## src/rtl/vert_avg_drain.sv

```systemverilog
// ----------------------------------------------------------------------------
// vert_avg_drain
//
// Drains the vertical-average sum buffer after one output row has been
// accumulated. Each 24-bit fixed-point sum (FRAC_BITS fractional bits) is
// rounded to nearest, saturated to an 8-bit pixel and sent out on a
// valid/ready byte stream. The entry can optionally be zeroed as it is read,
// which leaves the buffer clear for the next row. The drain is started and
// finished with the same req/ack handshake that the MAC uses.
//
// Ports:
//   clk        rising-edge clock
//   reset      synchronous, active-high reset
//   sum_raddr  sum buffer read address (the read is combinational)
//   sum_rdata  sum buffer read data for sum_raddr
//   sum_waddr  sum buffer write address (same entry as the read)
//   sum_wdata  sum buffer write data, always zero
//   sum_we     clear strobe, one pulse per loaded entry when clear_en=1
//   clear_en   1 = zero each entry as it is drained
//   req        drain request from the resize FSM
//   ack        drain complete; held until req falls
//   out_data   output pixel
//   out_valid  out_data is valid
//   out_last   marks pixel NUM_PIX-1
//   out_ready  downstream accept
// ----------------------------------------------------------------------------
module vert_avg_drain #(
    parameter int NUM_PIX   = 28,
    parameter int SUM_W     = 24,
    parameter int FRAC_BITS = 8,
    parameter int PIX_W     = 8
) (
    input  logic             clk,
    input  logic             reset,
    output logic [4:0]       sum_raddr,
    input  logic [SUM_W-1:0] sum_rdata,
    output logic [4:0]       sum_waddr,
    output logic [SUM_W-1:0] sum_wdata,
    output logic             sum_we,
    input  logic             clear_en,
    input  logic             req,
    output logic             ack,
    output logic [PIX_W-1:0] out_data,
    output logic             out_valid,
    output logic             out_last,
    input  logic             out_ready
);

    typedef enum logic [1:0] {
        IDLE  = 2'd0,
        DRAIN = 2'd1,
        DONE  = 2'd2
    } state_t;

    state_t           state, state_next;
    logic             ack_next;
    logic [5:0]       index;      // one bit wider than the address so it can reach NUM_PIX
    logic             load;
    logic             accept;
    logic [SUM_W:0]   rounded;
    logic [SUM_W:0]   scaled;
    logic [PIX_W-1:0] pix;

    // A new entry is fetched whenever the output register is empty or is
    // being emptied this cycle. Qualifying with req means the cycle in which
    // req drops performs neither a fetch nor a clear.
    assign load   = !reset && (state == DRAIN) && req &&
                    (index < 6'(NUM_PIX)) && (!out_valid || out_ready);
    assign accept = out_valid && out_ready;

    // Read and clear address the same entry; the read returns the pre-clear
    // value because the write only lands on the next edge.
    assign sum_raddr = index[4:0];
    assign sum_waddr = index[4:0];
    assign sum_wdata = '0;
    assign sum_we    = load && clear_en;

    // Round to nearest (add half an LSB), drop fraction, saturate to PIX_W.
    assign rounded = {1'b0, sum_rdata} + (SUM_W+1)'(1 << (FRAC_BITS - 1));
    assign scaled  = rounded >> FRAC_BITS;
    assign pix     = (scaled > (SUM_W+1)'((1 << PIX_W) - 1)) ? '1 : scaled[PIX_W-1:0];

    always_comb begin
        // NOTE: every signal driven here gets a default first so no path
        // leaves it unassigned, which would otherwise infer a latch.
        state_next = state;
        ack_next   = ack;
        case (state)
            IDLE: begin
                if (req && !ack) begin
                    state_next = DRAIN;
                end
            end
            DRAIN: begin
                if (!req) begin
                    state_next = IDLE;            // abort: no ack
                end else if (accept && out_last) begin
                    state_next = DONE;
                    ack_next   = 1'b1;
                end
            end
            DONE: begin
                if (!req) begin
                    state_next = IDLE;
                    ack_next   = 1'b0;
                end
            end
            default: begin
                state_next = IDLE;
                ack_next   = 1'b0;
            end
        endcase
    end

    // NOTE: sequential state uses non-blocking assignments so every register
    // samples the pre-edge values regardless of statement order.
    always_ff @(posedge clk) begin
        if (reset) begin
            state     <= IDLE;
            ack       <= 1'b0;
            index     <= '0;
            out_data  <= '0;
            out_valid <= 1'b0;
            out_last  <= 1'b0;
        end else begin
            state <= state_next;
            ack   <= ack_next;
            if (state == IDLE) begin
                index <= '0;
            end else if (state == DRAIN && !req) begin
                index     <= '0;
                out_valid <= 1'b0;
                out_last  <= 1'b0;
            end else if (load) begin
                out_data  <= pix;
                out_valid <= 1'b1;
                out_last  <= (index == 6'(NUM_PIX - 1));
                index     <= index + 6'd1;
            end else if (accept) begin
                out_valid <= 1'b0;
                out_last  <= 1'b0;
            end
        end
    end

endmodule

```

## config.mk

```make
export PLATFORM = sky130hd
export DESIGN_NAME = vert_avg_drain
export DESIGN_NICKNAME = d
export VERILOG_FILES = /design/src/rtl/vert_avg_drain.sv
export SDC_FILE = /design/constraint.sdc
export NUM_CORES = 1
export LEC_CHECK = 0
export CAP_MARGIN = 20
export CORE_MARGIN = 8
export CORE_UTILIZATION = 36
export DETAILED_ROUTE_END_ITERATION = 7
export DONT_BUFFER_PORTS = 1
export HOLD_SLACK_MARGIN = 0.03
export PLACE_DENSITY_LB_ADDON = 0.3
export SLEW_MARGIN = 20
export SYNTH_ARGS = -nofsm -noshare
export SYNTH_HDL_FRONTEND = slang
export SYNTH_SLANG_ARGS = --single-unit
export TNS_END_PERCENT = 50
```

## constraint.sdc

```tcl
create_clock -name clk -period 2.45 [get_ports clk]
set_input_delay 0.735 -clock clk [delete_from_list [all_inputs] [get_ports clk]]
set_output_delay 0.735 -clock clk [all_outputs]
set_load 0.02 [all_outputs]
```

# Yosys cells after proc, flatten, opt, wreduce, memory -nomap -nowiden
# Index checks and enable logic that the tools add are counted.
[word_totals]
ff_bits = 19
[op_classes]
muxes = 15
addsub = 2
n_bitwise = 2
n_eq_ne = 8
magnitude_cmp = 2
n_reduce_logical = 21
[op_table]
columns = ["op", "count"]
rows = [
  ["adder 24 x 8 -> 25 bit, second input constant", 1],
  ["greater-than comparator 17 x 8 -> 1 bit, second input constant", 1],
  ["logical AND 1 bit", 9],
  ["2-to-1 mux 1 bit", 8],
  ["2-to-1 mux 2 bit", 4],
  ["2-to-1 mux 8 bit", 1],
  ["adder 6 x 1 -> 6 bit, second input constant", 1],
  ["equality test 6 x 5 -> 1 bit, second input constant", 1],
  ["< comparator 6 x 5 -> 1 bit, second input constant", 1],
  ["inequality test 2 bit, second input constant", 3],
  ["case mux 2 bit (3 select lines)", 1],
  ["AND reduction 3 bit", 2],
  ["zero test 1 bit", 4],
  ["AND reduction 4 bit", 1],
  ["inequality test 3 x 2 -> 1 bit, second input constant", 1],
  ["case mux 1 bit (3 select lines)", 1],
  ["nonzero test 3 bit", 1],
  ["OR reduction 3 bit", 1],
  ["equality test 2 x 1 -> 1 bit, second input constant", 1],
  ["equality test 2 bit, second input constant", 1],
  ["zero test 2 bit", 1],
  ["inequality test 2 x 1 -> 1 bit, second input constant", 1],
  ["NOT 1 bit", 2],
  ["AND reduction 2 bit", 1],
  ["logical OR 1 bit", 1],
]

# Logic depth before layout (Yosys ltp)
# Gate-level depths: netlist (run 1).
[logic_depth]
word_depth = 7
depth_mapped = 6
mapped_depth_nobuf = 6

# Worst setup path after synthesis (run 1)
# Ideal clock, no wire load.
[synth_timing]
path_type = "input to output"
from = "input port reset"
to = "output port sum_we"
t_arrival_ps = 1940
stages = 4
path_slack_ps = -225
required_time_ps = 1715
path_cell_list = "a311o_1 -> nor4_2 -> buf_2 -> and2_1"
[synth_between]
elab_chain_len = 6
[synth_rtl]
columns = ["element", "line_no", "text"]
rows = [
  ["start: declaration", "34", "input logic reset,"],
  ["zero test 1 bit", "67", "assign load = !reset && (state == DRAIN) && req &&"],
  ["logical AND 1 bit (3 in a row)", "67", ""],
  ["logical AND 1 bit", "68", "(index < 6'(NUM_PIX)) && (!out_valid || out_ready);"],
  ["logical AND 1 bit", "76", "assign sum_we = load && clear_en;"],
  ["end: declaration", "39", "output logic sum_we,"],
]
# Every way passes these cells.

# Worst setup path after layout (run 1)
# Same ends and word-level chain as after synthesis.

==> metrics, run 1 <==
Post-DRT Antenna Nets 0; clock sinks 19; clock buffer count from CTS 3; Post-Syn Area 1460 µm²; dpl ws 0.163 ns; CP startpoint kind input port; leading cell types in the layout, fill and taps excluded conb_1, dfxtp_1, nor2_1; largest net degree at the start of global routing 15; CTS H-Tree Depth 1; Clock Skew 0.00159 ns; Post-synth EDFFs 0; total grt overflow 0; worst vdd ir 0.174 mV; # nets final 207; First DRT Iteration DRCs 33; ratio of cells with drive above 1 in the final layout 9.71%; highest routed layer met4; Post-CTS Hold Fix Bufs 0; first-pass GRT wire length 5270 µm; CP peak stage delay 0.33 ns; CTS root buf clkbuf_8; Ys Warns 0; worst-skew pair later-pin latency 0.25 ns; Register Area 380 µm²; Met1 Wirelength 1310 µm; Post-CTS Resized 0; Worst-Margin Slew 0.507 ns; Reg clk slew, reported paths 0.07 ns; WP data required 1.71 ns; antenna cells 0; status finished clean; ys flop type dfxtp_1; sequential fraction of the synthesis area 26.0%; Ports 75; sum of buffers and inverters on the critical path 0; initial antenna violation count 0; max frequency 452 MHz; Crit Path Max Fanout 12; final setup margin 0.238 ns; GRT Util Overall 10.2%; routed vias/inst 4.83; RSZ-0062 raised after global routing no; Slew Viols, Final 0; filler instances 434; clock buffer depth 2; fin area 1430 µm²; post-synth top area share 26.0%; CP Cell Sequence a311o_1 -> nor4_4 -> and2_2; vias in the first global route 1133; CP endpoint kind output pin; full die area 6350 µm²; routed len/inst 14.0 µm; LEAKAGE 0.542 nW; wire length on met2 1370 µm; DIE HEIGHT 79.7 µm; metal3 WL 438 µm; number of synthesized register bits 19; WS Path Type in -> out; GPL Wtd Cong 0.737; MaxCap Viol Count 0; Area after DPL 1380 µm²; routed vias 1086; Syn-to-layout area delta -2.31%; Hold Vio Cnt, Final 0; Setup Buffers After CTS 0; Tmin final 2.21 ns; Power, Total 0.000632 W; Yosys cell types 42; syn_area_per_cell 8.03 µm²; worst hold path type reg -> reg; WL final 3150 µm; PD cells 443 nW/µm²; dpl hpwl 2600 µm; max_slew headroom 66.2%; Port Buf Inserts 0; final setup violation count 0; Starting Density 37.1%; die width 79.7 µm; Final period util 90.3%; Arr. time, crit path 1.48 ns; Fin Setup TNS 0 ns; area occupied by multi-input gates 883 µm²; most common cell after layout, fill and taps aside conb_1; FP Rows 23; area leader, netlist dfxtp_1; Post-Syn Instances 182; detailed-route DRC error count 0; Crit path max-delay family simple AND/OR/NAND/NOR gates; core area 3940 µm²; asr flop ratio synth 0%; Slowest cell on crit path a311o_1; CTS tree yes; drt first pass iters 4; Synth area leaders dfxtp_1, buf_4, nor2_1
area by class of cell:
class	instances	share of cell area, %
Clock buffer	4	3.16
Inverter	5	1.31
Multi-Input combinational cell	142	61.9
Sequential cell	19	26.6
Tap cell	50	4.38
Timing Repair Buffer	5	2.63
path summary, 6_finish.rpt:
kind | cells past startpoint | from | slack (ns) | endpoint
max | 3 | reset | 0.24 | sum_we
min | 2 | index[5]$_SDFFE_PP0P_ | 0.47 | index[5]$_SDFFE_PP0P_
max reg2reg | 4 | index[4]$_SDFFE_PP0P_ | 0.55 | out_data[5]$_SDFFE_PP0P_
min reg2reg | 2 | index[5]$_SDFFE_PP0P_ | 0.47 | index[5]$_SDFFE_PP0P_
flip-flops by register name, summed over array words and instances, names as in the netlist:
| signal | flops |
|---|---|
| out_data | 8 |
| index | 6 |
| state | 2 |
| ack | 1 |
| out_last | 1 |
| out_valid | 1 |
power breakdown:
part           total (W)  switching [W]  internal (W)
logic          0.0000884      0.0000619     0.0000266
registers       0.000328      0.0000128      0.000315
clock network   0.000216       0.000101      0.000116
layer usage:
layer	global-route usage [%]	vias to the layer above
met5	0	-
met4	3.89	0
met3	5.52	5
li1	-	574
met1	11.7	463
met2	15.5	44
worst min-delay path, delay by kind of cell, from the launching register on:
kind | cells | cell delay, ns
buf+inv | 1 | 0.06
simple gates | 1 | 0.04
flops | 1 | 0.33
metrics by stage:
stage / cells / hold WS, ns / util (%)
detailed placement: 221 / 0.454 / 35.1
global route: 225 / 0.491 / 36.2
finish: 225 / 0.466 / 36.2
global placement: 221 / 0.442 / 35.1
CTS: 225 / 0.465 / 36.2
floorplan: 205 / 0.422 / -
synthesized netlist by cell type, types with 3 or more instances:
library cell	number
a21oi_1	5
a31oi_1	9
buf_4	34
clkbuf_1	4
dfxtp_1	19
inv_1	5
nand2_1	11
nand2b_1	3
nand3_1	6
nand4_1	4
nor2_1	18
nor3_1	10
nor4_1	3
o21bai_1	6
xnor2_1	5
xor2_1	6
kinds of logic (layout without fill, tap and decap cells):
kind of cell	after synthesis	after routing	share of synthesized area [%]
buf+inv	44	14	20.1
xor+xnor	11	11	6.59
mux	1	1	0.685
flops	19	19	26.0
fa+ha+maj	2	2	1.71
other cells	1	24	0.257
compound gates	33	33	17.6
simple gates	71	71	27.0
No activity file was read; power rests on OpenSTA's default activity.
==> run 2, diff against run 1 <==
CORE_MARGIN = default   (was 8)
CORE_UTILIZATION = 50   (was 36)
==> run 2 against run 1 <==
Against the previous run: hold slack got worse by 0.0030 ns; via count increased by 6.3%; routed wire length down 14%; largest power group unchanged.
==> metrics, run 2 (synthesis results as in run 1) <==
antenna cells 0; PD cells 417 nW/µm²; Worst-Margin Slew 0.499 ns; RSZ-0062 raised after global routing no; CP Launch Point state[0]$_SDFFE_PP0P_; routed vias 1154; most common cell after layout, fill and taps aside conb_1; MaxCap Viol Count 0; routed len/inst 13.1 µm; full die area 3140 µm²; routed vias/inst 5.60; first-pass GRT wire length 4490 µm; status finished clean; First DRT Iteration DRCs 38; Arr. time, crit path 1.50 ns; CP peak stage delay 0.48 ns; final setup violation count 0; Slew Viols, Final 0; CP Cell Sequence nand2_1 -> nor4_4 -> and2_2; worst-skew pair later-pin latency 0.31 ns; CP startpoint kind register; WL final 2710 µm; Starting Density 53.0%; final setup margin 0.211 ns; max_slew headroom 66.7%; Largest Register out_data; r2r startpoint index[4]$_SDFFE_PP0P_; hold_sp index[5]$_SDFFE_PP0P_; LEAKAGE 0.534 nW; clock sinks 19; Post-CTS Hold Fix Bufs 0; CTS H-Tree Depth 1; Slowest cell on crit path dfxtp_1; # nets final 207; vias in the first global route 1056; DIE HEIGHT 56.1 µm; Crit Path Max Fanout 9; filler instances 261; CTS tree yes; Syn-to-layout area delta -5.22%; Reg clk slew, reported paths 0.11 ns; dpl ws 0.178 ns; WP data required 1.71 ns; ratio of cells with drive above 1 in the final layout 9.71%; Final period util 91.4%; initial antenna violation count 0; CTS root buf clkbuf_4; Post-CTS Resized 0; drt first pass iters 4; clock buffer depth 2; max frequency 447 MHz; Clock Skew 0.00575 ns; die width 56.1 µm; Ports 75; FP Rows 19; detailed-route DRC error count 0; Fin Setup TNS 0 ns; Tmin final 2.24 ns; Port Buf Inserts 0; GPL Wtd Cong 0.759; largest net degree at the start of global routing 15; Setup Buffers After CTS 0; GRT Util Overall 18.2%; total grt overflow 0; WS Path Type reg -> out; worst hold path type reg -> reg; number of flip-flops in the largest register 8; clock buffer count from CTS 3; Post-DRT Antenna Nets 0; leading cell types in the layout, fill and taps excluded conb_1, dfxtp_1, nor2_1; dpl hpwl 2190 µm; core area 2760 µm²; worst vdd ir 0.340 mV; Largest regs out_data x8, index x6, state x2; CP endpoint kind output pin; Hold Vio Cnt, Final 0
==> run 2: area by class of cell <==
type,instances,area [µm²],share of cell area (%)
Tap cell,31,38.8,2.80
Multi-Input combinational cell,142,883,63.8
Timing Repair Buffer,5,37.5,2.71
Sequential cell,19,380,27.5
Clock buffer,4,26.3,1.90
Inverter,5,18.8,1.36
==> run 2: worst paths after layout <==
kind / end / slack, ns / depth (start not counted)
max: sum_we / 0.21 / 3
min reg2reg: index[5]$_SDFFE_PP0P_ / 0.46 / 2
max reg2reg: out_data[7]$_SDFFE_PP0P_ / 0.54 / 4
min: index[5]$_SDFFE_PP0P_ / 0.46 / 2
==> run 2: metrics by stage <==
step / hold slack, ns / cells / cell area [µm²] / power, W / util (%)
final: 0.463 / 206 / 1390 / 0.000577 / 50.2
after CTS: 0.467 / 206 / 1390 / 0.000579 / 50.2
after floorplan: 0.422 / 205 / 1560 / 0.000444 / -
after global placement: 0.436 / 202 / 1360 / 0.000421 / 49.3
after detailed placement: 0.452 / 202 / 1360 / 0.000423 / 49.3
after global routing: 0.467 / 206 / 1390 / 0.000608 / 50.2
==> run 2: routing by layer <==
layer / share of wire, % / GRT usage, % / vias up / wire length [µm]
met5: 0 / 0 / - / 0
met4: 1.3 / 10.8 / 0 / 35
met3: 8.1 / 4.88 / 4 / 218
met2: 53 / 33.8 / 65 / 1420
met1: 38 / 17.8 / 509 / 1030
li1: - / - / 576 / -
==> run 2: worst max-delay path, delay by kind of cell, from the launching register on <==
family           cells  cell delay, ns
and+or+nand+nor      3            0.72
DFF                  1            0.48
==> run 2: power breakdown <==
| part | total, W | internal [W] | switching, W |
|---|---|---|---|
| Sequential | 0.000327 | 0.000315 | 0.0000126 |
| Clock | 0.000161 | 0.0000637 | 0.0000974 |
| Combinational | 0.0000888 | 0.0000267 | 0.0000621 |
==> run 3, diff against run 2 <==
CAP_MARGIN = default   (was 20)
==> results of run 3 <==
No change in the layout: final DEF, timing and power equal those of run 2.
